===== src/rtl/pipeline_perf_monitor.sv =====
`default_nettype none
// ============================================================================
// Module   : pipeline_perf_monitor
// Brief    : Cycle and event counters with a cycle limit, sticky overflow flags
//            and a snapshot bank that is read back through a registered mux.
// Revision : 1.0 - initial release
// ============================================================================
module pipeline_perf_monitor #(
  parameter int NUM_EVT  = 4,
  parameter int CNT_W    = 32,
  parameter int SATURATE = 1,
  parameter int SEL_W    = 5
) (
  input  logic               clk_i,
  input  logic               rst_i,
  input  logic               start_i,
  input  logic               clear_i,
  input  logic [NUM_EVT-1:0] evt_i,
  input  logic [CNT_W-1:0]   limit_i,
  input  logic               snap_i,
  input  logic [SEL_W-1:0]   rd_sel_i,
  output logic [CNT_W-1:0]   rd_data_o,
  output logic [CNT_W-1:0]   cycle_o,
  output logic [1:0]         state_o,
  output logic               done_o,
  output logic [NUM_EVT:0]   ovf_o
);

  localparam logic [1:0]       c_IDLE  = 2'b00;
  localparam logic [1:0]       c_RUN   = 2'b01;
  localparam logic [1:0]       c_PAUSE = 2'b10;
  localparam logic [1:0]       c_DONE  = 2'b11;
  localparam logic [CNT_W-1:0] c_ONE   = {{(CNT_W-1){1'b0}}, 1'b1};

  // Index 0 is the cycle counter, index k is event channel k-1.
  logic [CNT_W-1:0] r_cnt    [0:NUM_EVT];
  logic [CNT_W-1:0] r_shadow [0:NUM_EVT];
  logic [CNT_W-1:0] w_nxt    [0:NUM_EVT];
  logic [NUM_EVT:0] w_inc;
  logic [NUM_EVT:0] w_ovf_set;
  logic [NUM_EVT:0] r_ovf;
  logic [1:0]       r_state;
  logic [1:0]       w_state_nxt;
  logic [CNT_W-1:0] r_rd_data;
  logic [CNT_W-1:0] w_rd_mux;
  logic             w_count;
  logic             w_hit;

  assign w_count = start_i && (r_state != c_DONE);

  generate
    for (genvar i = 0; i <= NUM_EVT; i++) begin : g_cnt
      logic w_all1;
      logic w_step;
      if (i == 0) begin : g_cyc
        assign w_inc[i] = 1'b1;
      end else begin : g_evt
        assign w_inc[i] = evt_i[i-1];
      end
      assign w_all1       = &r_cnt[i];
      assign w_step       = w_count && w_inc[i];
      assign w_ovf_set[i] = w_step && w_all1;
      assign w_nxt[i]     = !w_step ? r_cnt[i] :
                            w_all1  ? ((SATURATE != 0) ? r_cnt[i] : '0) :
                                      r_cnt[i] + c_ONE;
    end
  endgenerate

  // Equality compare: a limit lowered below the live count is never reached.
  assign w_hit = w_count && (limit_i != '0) && (w_nxt[0] == limit_i);

  always_comb begin
    w_state_nxt = r_state;
    if (w_hit) begin
      w_state_nxt = c_DONE;
    end else if (w_count) begin
      w_state_nxt = c_RUN;
    end else if (r_state == c_RUN) begin
      w_state_nxt = c_PAUSE;
    end
  end

  always_comb begin
    w_rd_mux = '0;
    for (int i = 0; i <= NUM_EVT; i++) begin
      if (rd_sel_i == SEL_W'(i)) begin
        w_rd_mux = r_shadow[i];
      end
    end
  end

  always_ff @(posedge clk_i) begin
    if (rst_i) begin
      r_state   <= c_IDLE;
      r_ovf     <= '0;
      r_rd_data <= '0;
      for (int i = 0; i <= NUM_EVT; i++) begin
        r_cnt[i]    <= '0;
        r_shadow[i] <= '0;
      end
    end else begin
      // Shadows take the post-update, pre-clear values.
      if (snap_i) begin
        for (int i = 0; i <= NUM_EVT; i++) begin
          r_shadow[i] <= w_nxt[i];
        end
      end
      r_rd_data <= w_rd_mux;
      if (clear_i) begin
        r_state <= c_IDLE;
        r_ovf   <= '0;
        for (int i = 0; i <= NUM_EVT; i++) begin
          r_cnt[i] <= '0;
        end
      end else begin
        r_state <= w_state_nxt;
        r_ovf   <= r_ovf | w_ovf_set;
        for (int i = 0; i <= NUM_EVT; i++) begin
          r_cnt[i] <= w_nxt[i];
        end
      end
    end
  end

  assign rd_data_o = r_rd_data;
  assign cycle_o   = r_cnt[0];
  assign state_o   = r_state;
  assign done_o    = (r_state == c_DONE);
  assign ovf_o     = r_ovf;

endmodule
`default_nettype wire


===== config.mk =====
export PLATFORM = sky130hd
export DESIGN_NAME = pipeline_perf_monitor
export DESIGN_NICKNAME = d
export VERILOG_FILES = /design/src/rtl/pipeline_perf_monitor.sv
export SDC_FILE = /design/constraint.sdc
export NUM_CORES = 1
export LEC_CHECK = 0
export BUFFER_PORTS_ARGS = -buffer_cell sky130_fd_sc_hd__buf_2
export CORE_UTILIZATION = 30
export DETAILED_ROUTE_END_ITERATION = 10
export GPL_TIMING_DRIVEN = 0
export SKIP_CTS_REPAIR_TIMING = 1
export SYNTH_ARGS = -nofsm -noshare
export SYNTH_HDL_FRONTEND = slang
export SYNTH_SLANG_ARGS = --single-unit

===== constraint.sdc =====
create_clock -name clk_i -period 5.3 [get_ports clk_i]
set_input_delay 0.795 -clock clk_i [delete_from_list [all_inputs] [get_ports clk_i]]
set_output_delay 0.795 -clock clk_i [all_outputs]
set_load 0.005 [all_outputs]

== Yosys cells after proc, flatten, opt, wreduce, memory -nomap -nowiden ==
Memory sizes are Yosys's and may differ from the RTL's.
Cells that the tools add are included.
Widths: inputs -> output; s select.

* Flip-flop bits (word level): 39
* RAM bits: 320
* Input port bits: 46
* Logic and storage cells: 99
* Memories kept: 2

{| class="wikitable"
|+ Memory list
! memory !! depth !! bits a word !! read ports !! clocked after Yosys merged registers in !! wr ports !! line !! RTL
|-
| r_cnt || 5 || 32 || 5 || 0 || 5 || 36 || <nowiki>logic [CNT_W-1:0] r_cnt [0:NUM_EVT];</nowiki>
|-
| r_shadow || 5 || 32 || 5 || 0 || 5 || 37 || <nowiki>logic [CNT_W-1:0] r_shadow [0:NUM_EVT];</nowiki>
|}

* $add $sub $neg: 5
* Equality and inequality tests: 8
* Muxes and demuxes: 44
* Bitwise operators: 16
* Reductions and logical operators: 21

{| class="wikitable"
|+ Operators by type and width
! cell !! number
|-
| $mux 32 || 30
|-
| $add 32x1->32 const B || 5
|-
| $reduce_and 32->1 || 5
|-
| $eq 32x32->1 || 1
|-
| $reduce_bool 32->1 || 1
|-
| $or 1x1->1 || 15
|-
| $logic_and 1x1->1 || 12
|-
| $mux 1 || 11
|-
| $eq 5x2->1 const B || 2
|-
| $mux 2 || 3
|-
| $eq 5x1->1 const B || 1
|-
| $eq 5x3->1 const B || 1
|-
| $logic_not 5->1 || 1
|-
| $or 5x5->5 || 1
|-
| $reduce_bool 3->1 || 1
|-
| $eq 2x1->1 const B || 1
|-
| $eq 2x2->1 const B || 1
|-
| $ne 2x2->1 const B || 1
|-
| $reduce_or 2->1 || 1
|}

== Longest topological paths before layout ==
An unclocked memory read counts as a cell.

* Word-level depth: 7
* Depth in mapped cells: 12

== Worst setup path after synthesis ==
No wires, ideal clock.

* Path kind: input to register
* From: input port rst_i
* To: memory r_shadow[0][0] (enable)
* Arrival time: 2989 ps
* Data required time: 4847 ps
* Slack: 1858 ps
* Cell stages on the path: 2
* Buffers on the path: 1
* Path through: clkbuf_1 -> or2_2

{| class="wikitable"
|+ RTL lines
! element !! line !! RTL
|-
| start: declaration || 15 || <nowiki>input logic rst_i,</nowiki>
|-
| end: declaration || 37 ||
|}

==> metrics.txt <==
outcome=complete, no violations; Leakage=7.857 nW; drt pass-1 iters=5; slew margin rel.=0.1976; YS warnings=0; Max Cap Viol=0; Bufs on Longest Clock Path=3; Fmax=0.2372 GHz; final std cell area, no fill=0.02141 sq mm; Clk network pwr share=0.441; Min Clock Period, post-route=4.216 ns; Top FF cell, synth=edfxtp_1; H-tree Lvls=2; Worst EP required=5.80 ns; Worst Tran Pin Value=1.204 ns; crit path capture=state_o[1]$_SDFFE_PN0P_; Via Count=roughly 14000; DP Worst Slack=1.120 ns; CP cell instances=ha_1 > nand3_1 > or4_1 > buf_6 > nor3_4 > buf_2 > or3_1 > xnor2_1 > o22ai_1 > a2111oi_0 > nand4_1 > o22ai_2; total power=slightly below 7 mW; Synth-to-Final Area Change=20.55%; GR Overflow Total=0; row cnt=88; Tcrit/Tclk final=0.7956; Setup Viol. Count Final=0; post-detail-place hpwl=40800 um; Clock Pin Slew Worst Setup and Hold Paths=approximately 0.07 ns; vias per std cell=a little under 5; most common cell after layout, fill and taps aside=nor2_1; pin count of the biggest net entering global routing=59; Reg-to-Reg End=state_o[1]$_SDFFE_PN0P_; CTS tree=yes; Worst Setup SP=r_cnt[0][0]$_SDFFCE_PN0P_; ys async rst share=0; Sw Pwr=1.616 mW; vias in the first global route=13059; EDFF count, synth=320; fin. max-slew vios=0; worst hold path class=flip-flop to flip-flop; area leader, netlist=edfxtp_1; Int Pwr=about 5.2 mW; FF-to-FF Start=r_cnt[0][0]$_SDFFCE_PN0P_; library cells used by synthesis=~80; Core Util, Final=0.3682; placed cell areas=0.01998 sq mm; clock sinks=359; Core Region=0.05814 sq mm; drt initial violations=1283; Worst Setup End Kind=flip-flop; Final ANT Viol Nets=0; Final Worst Setup Slack=1.084 ns; Top Ports=118; Die W=approximately 250 um; first-pass GRT wire length=79350 um; CTS Root Cell=clkbuf_16; sequential share of power=0.491; synthesized flop and latch total=359; final net count=2012; CP Data Arrival Time=4.72 ns; share of total power in combinational logic=0.068; gpl congestion=between 0.9 and 1; Sw Share=0.2371; total clock buffers created by CTS=41; number of port buffers=116; average wire per standard cell=19.23 um; Pwr Density=318.5 mW/mm^2; crit path max fanout=10; RSZ-0062 raised after global routing=no; worst-skew pair later-pin latency=a little under 0.6 ns; top cells by area, synth=edfxtp_1 (54%), nor2_1 (8.8%), xor2_1 (4.6%); Remaining DRCs=0; Reg2Reg Setup Slack=1.08 ns; Detailed Route WL=53090 um; CP Launch Type=flip-flop; initial antenna violation count=4; worst vdd ir=0.0002141 V; layout cells sized above 1=0.1279; Reg2Reg Depth=12; Die H=245.3 um; setup_tns=0 ns; die area=0.06017 sq mm; Seq/Total Area, Yosys=0.5851; CP peak stage delay=about 0.67 ns; Tot GR Track Use=0.1762; Post-Syn Area=0.01776 sq mm; share of Yosys cell area claimed by the top area cell type=0.5411; commonest cells after routing, fill and taps aside=nor2_1 (416), edfxtp_1 (320), conb_1 (160), buf_2 (123), xor2_1 (93); Cells after Synth=~1600; Syn Area/Cell=~11 sq um; Worst Skew=approximately 0.028 ns; CP max stage cell=edfxtp_1; Hold Fails Final Rpt=0; Initial Utilization=0.3055; Setup Crit Path Kind=flip-flop to flip-flop
==> stage by stage <==
step           instances  hold slack [ns]
6_report            2760           0.4609
5_1_grt             2758           0.4974
4_1_cts             2758           0.4696
3_5_place_dp        2683           0.4581
3_3_place_gp        2680           0.4500
2_1_floorplan       1799           0.4421
==> sequential cells by signal (all words and copies together), names as in the netlist <==
signal	cells
ovf_o	5
r_cnt	160
r_shadow	160
rd_data_o	32
state_o	2
==> cells by family after synthesis <==
logic type	Yosys count	synth area share
DFF	359	0.5851
other	1	0.0002112
xor gates and xnor gates	180	0.08920
and+or+nand+nor	764	0.2014
AOI/OAI and AO/OA	173	0.07609
buffers and inverters	152	0.04108
adders and majority gates	5	0.003523
muxes	6	0.003382
==> metal layers <==
| layer | share of wire | global-route usage |
|---|---|---|
| met1 | 0.44 | 0.2394 |
| met2 | 0.45 | 0.2799 |
| met3 | 0.063 | 0.02368 |
| met4 | 0.042 | 0.07684 |
| met5 | 0.00032 | 0 |
==> cells in the mapped netlist (all sizes together) (32+ instances only) <==
| cell | number |
|---|---|
| nor2 | 416 |
| edfxtp | 320 |
| xor2 | 93 |
| xnor2 | 87 |
| nand2 | 86 |
| clkbuf | 74 |
| nand3 | 60 |
| nand4 | 46 |
| buf | 44 |
| dfxtp | 39 |
| a211oi | 36 |
| inv | 34 |
| a221oi | 32 |
| a22oi | 32 |
| nor3 | 32 |
==> worst max-delay path, delay by kind of cell (launching register included) <==
| kind | cells | cell delay [ns] |
|---|---|---|
| buffers and inverters | 2 | 0.50 |
| AO/OA/AOI/OAI | 3 | 0.92 |
| AND/OR/NAND/NOR | 5 | 1.64 |
| adder cells (fa/ha/maj) | 1 | 0.29 |
| flip-flops | 1 | 0.67 |
| XOR/XNOR | 1 | 0.13 |
==> power groups by stage <==
stage          clock [mW]  sequential [mW]  combinational, mW
2_1_floorplan           0             3.37              0.282
4_1_cts              3.07             3.35              0.459
5_1_grt              3.17             3.36              0.507
6_report             3.01             3.35              0.462
3_5_place_dp            0             3.41              0.456
3_3_place_gp            0             3.41              0.446
==> area by class of cell <==
cell class	instances	area, sq um
Tap cell	765	957.2
Sequential cell	359	10390
Antenna cell	2	5.005
Timing Repair Buffer	119	650.6
Inverter	34	127.6
Multi-Input combinational cell	1288	7248
Fill cell	5787	36730
Buffer	118	601.8
Clock buffer	51	1115
Clock inverter	24	311.5
==> how the worst min path moves through the flow <==
stage	startpoint	to	cells past startpoint	slack, ns
after detailed placement	ovf_o[2]$_SDFF_PN0_	ovf_o[2]$_SDFF_PN0_	2	0.46
after global placement	ovf_o[0]$_SDFF_PN0_	ovf_o[0]$_SDFF_PN0_	2	0.45
after floorplan	ovf_o[3]$_SDFF_PN0_	ovf_o[3]$_SDFF_PN0_	2	0.44
after CTS	ovf_o[3]$_SDFF_PN0_	ovf_o[3]$_SDFF_PN0_	2	0.47
final	ovf_o[3]$_SDFF_PN0_	ovf_o[3]$_SDFF_PN0_	2	0.46
after global routing	ovf_o[3]$_SDFF_PN0_	ovf_o[3]$_SDFF_PN0_	2	0.50
(Power assumes the default switching activity.)
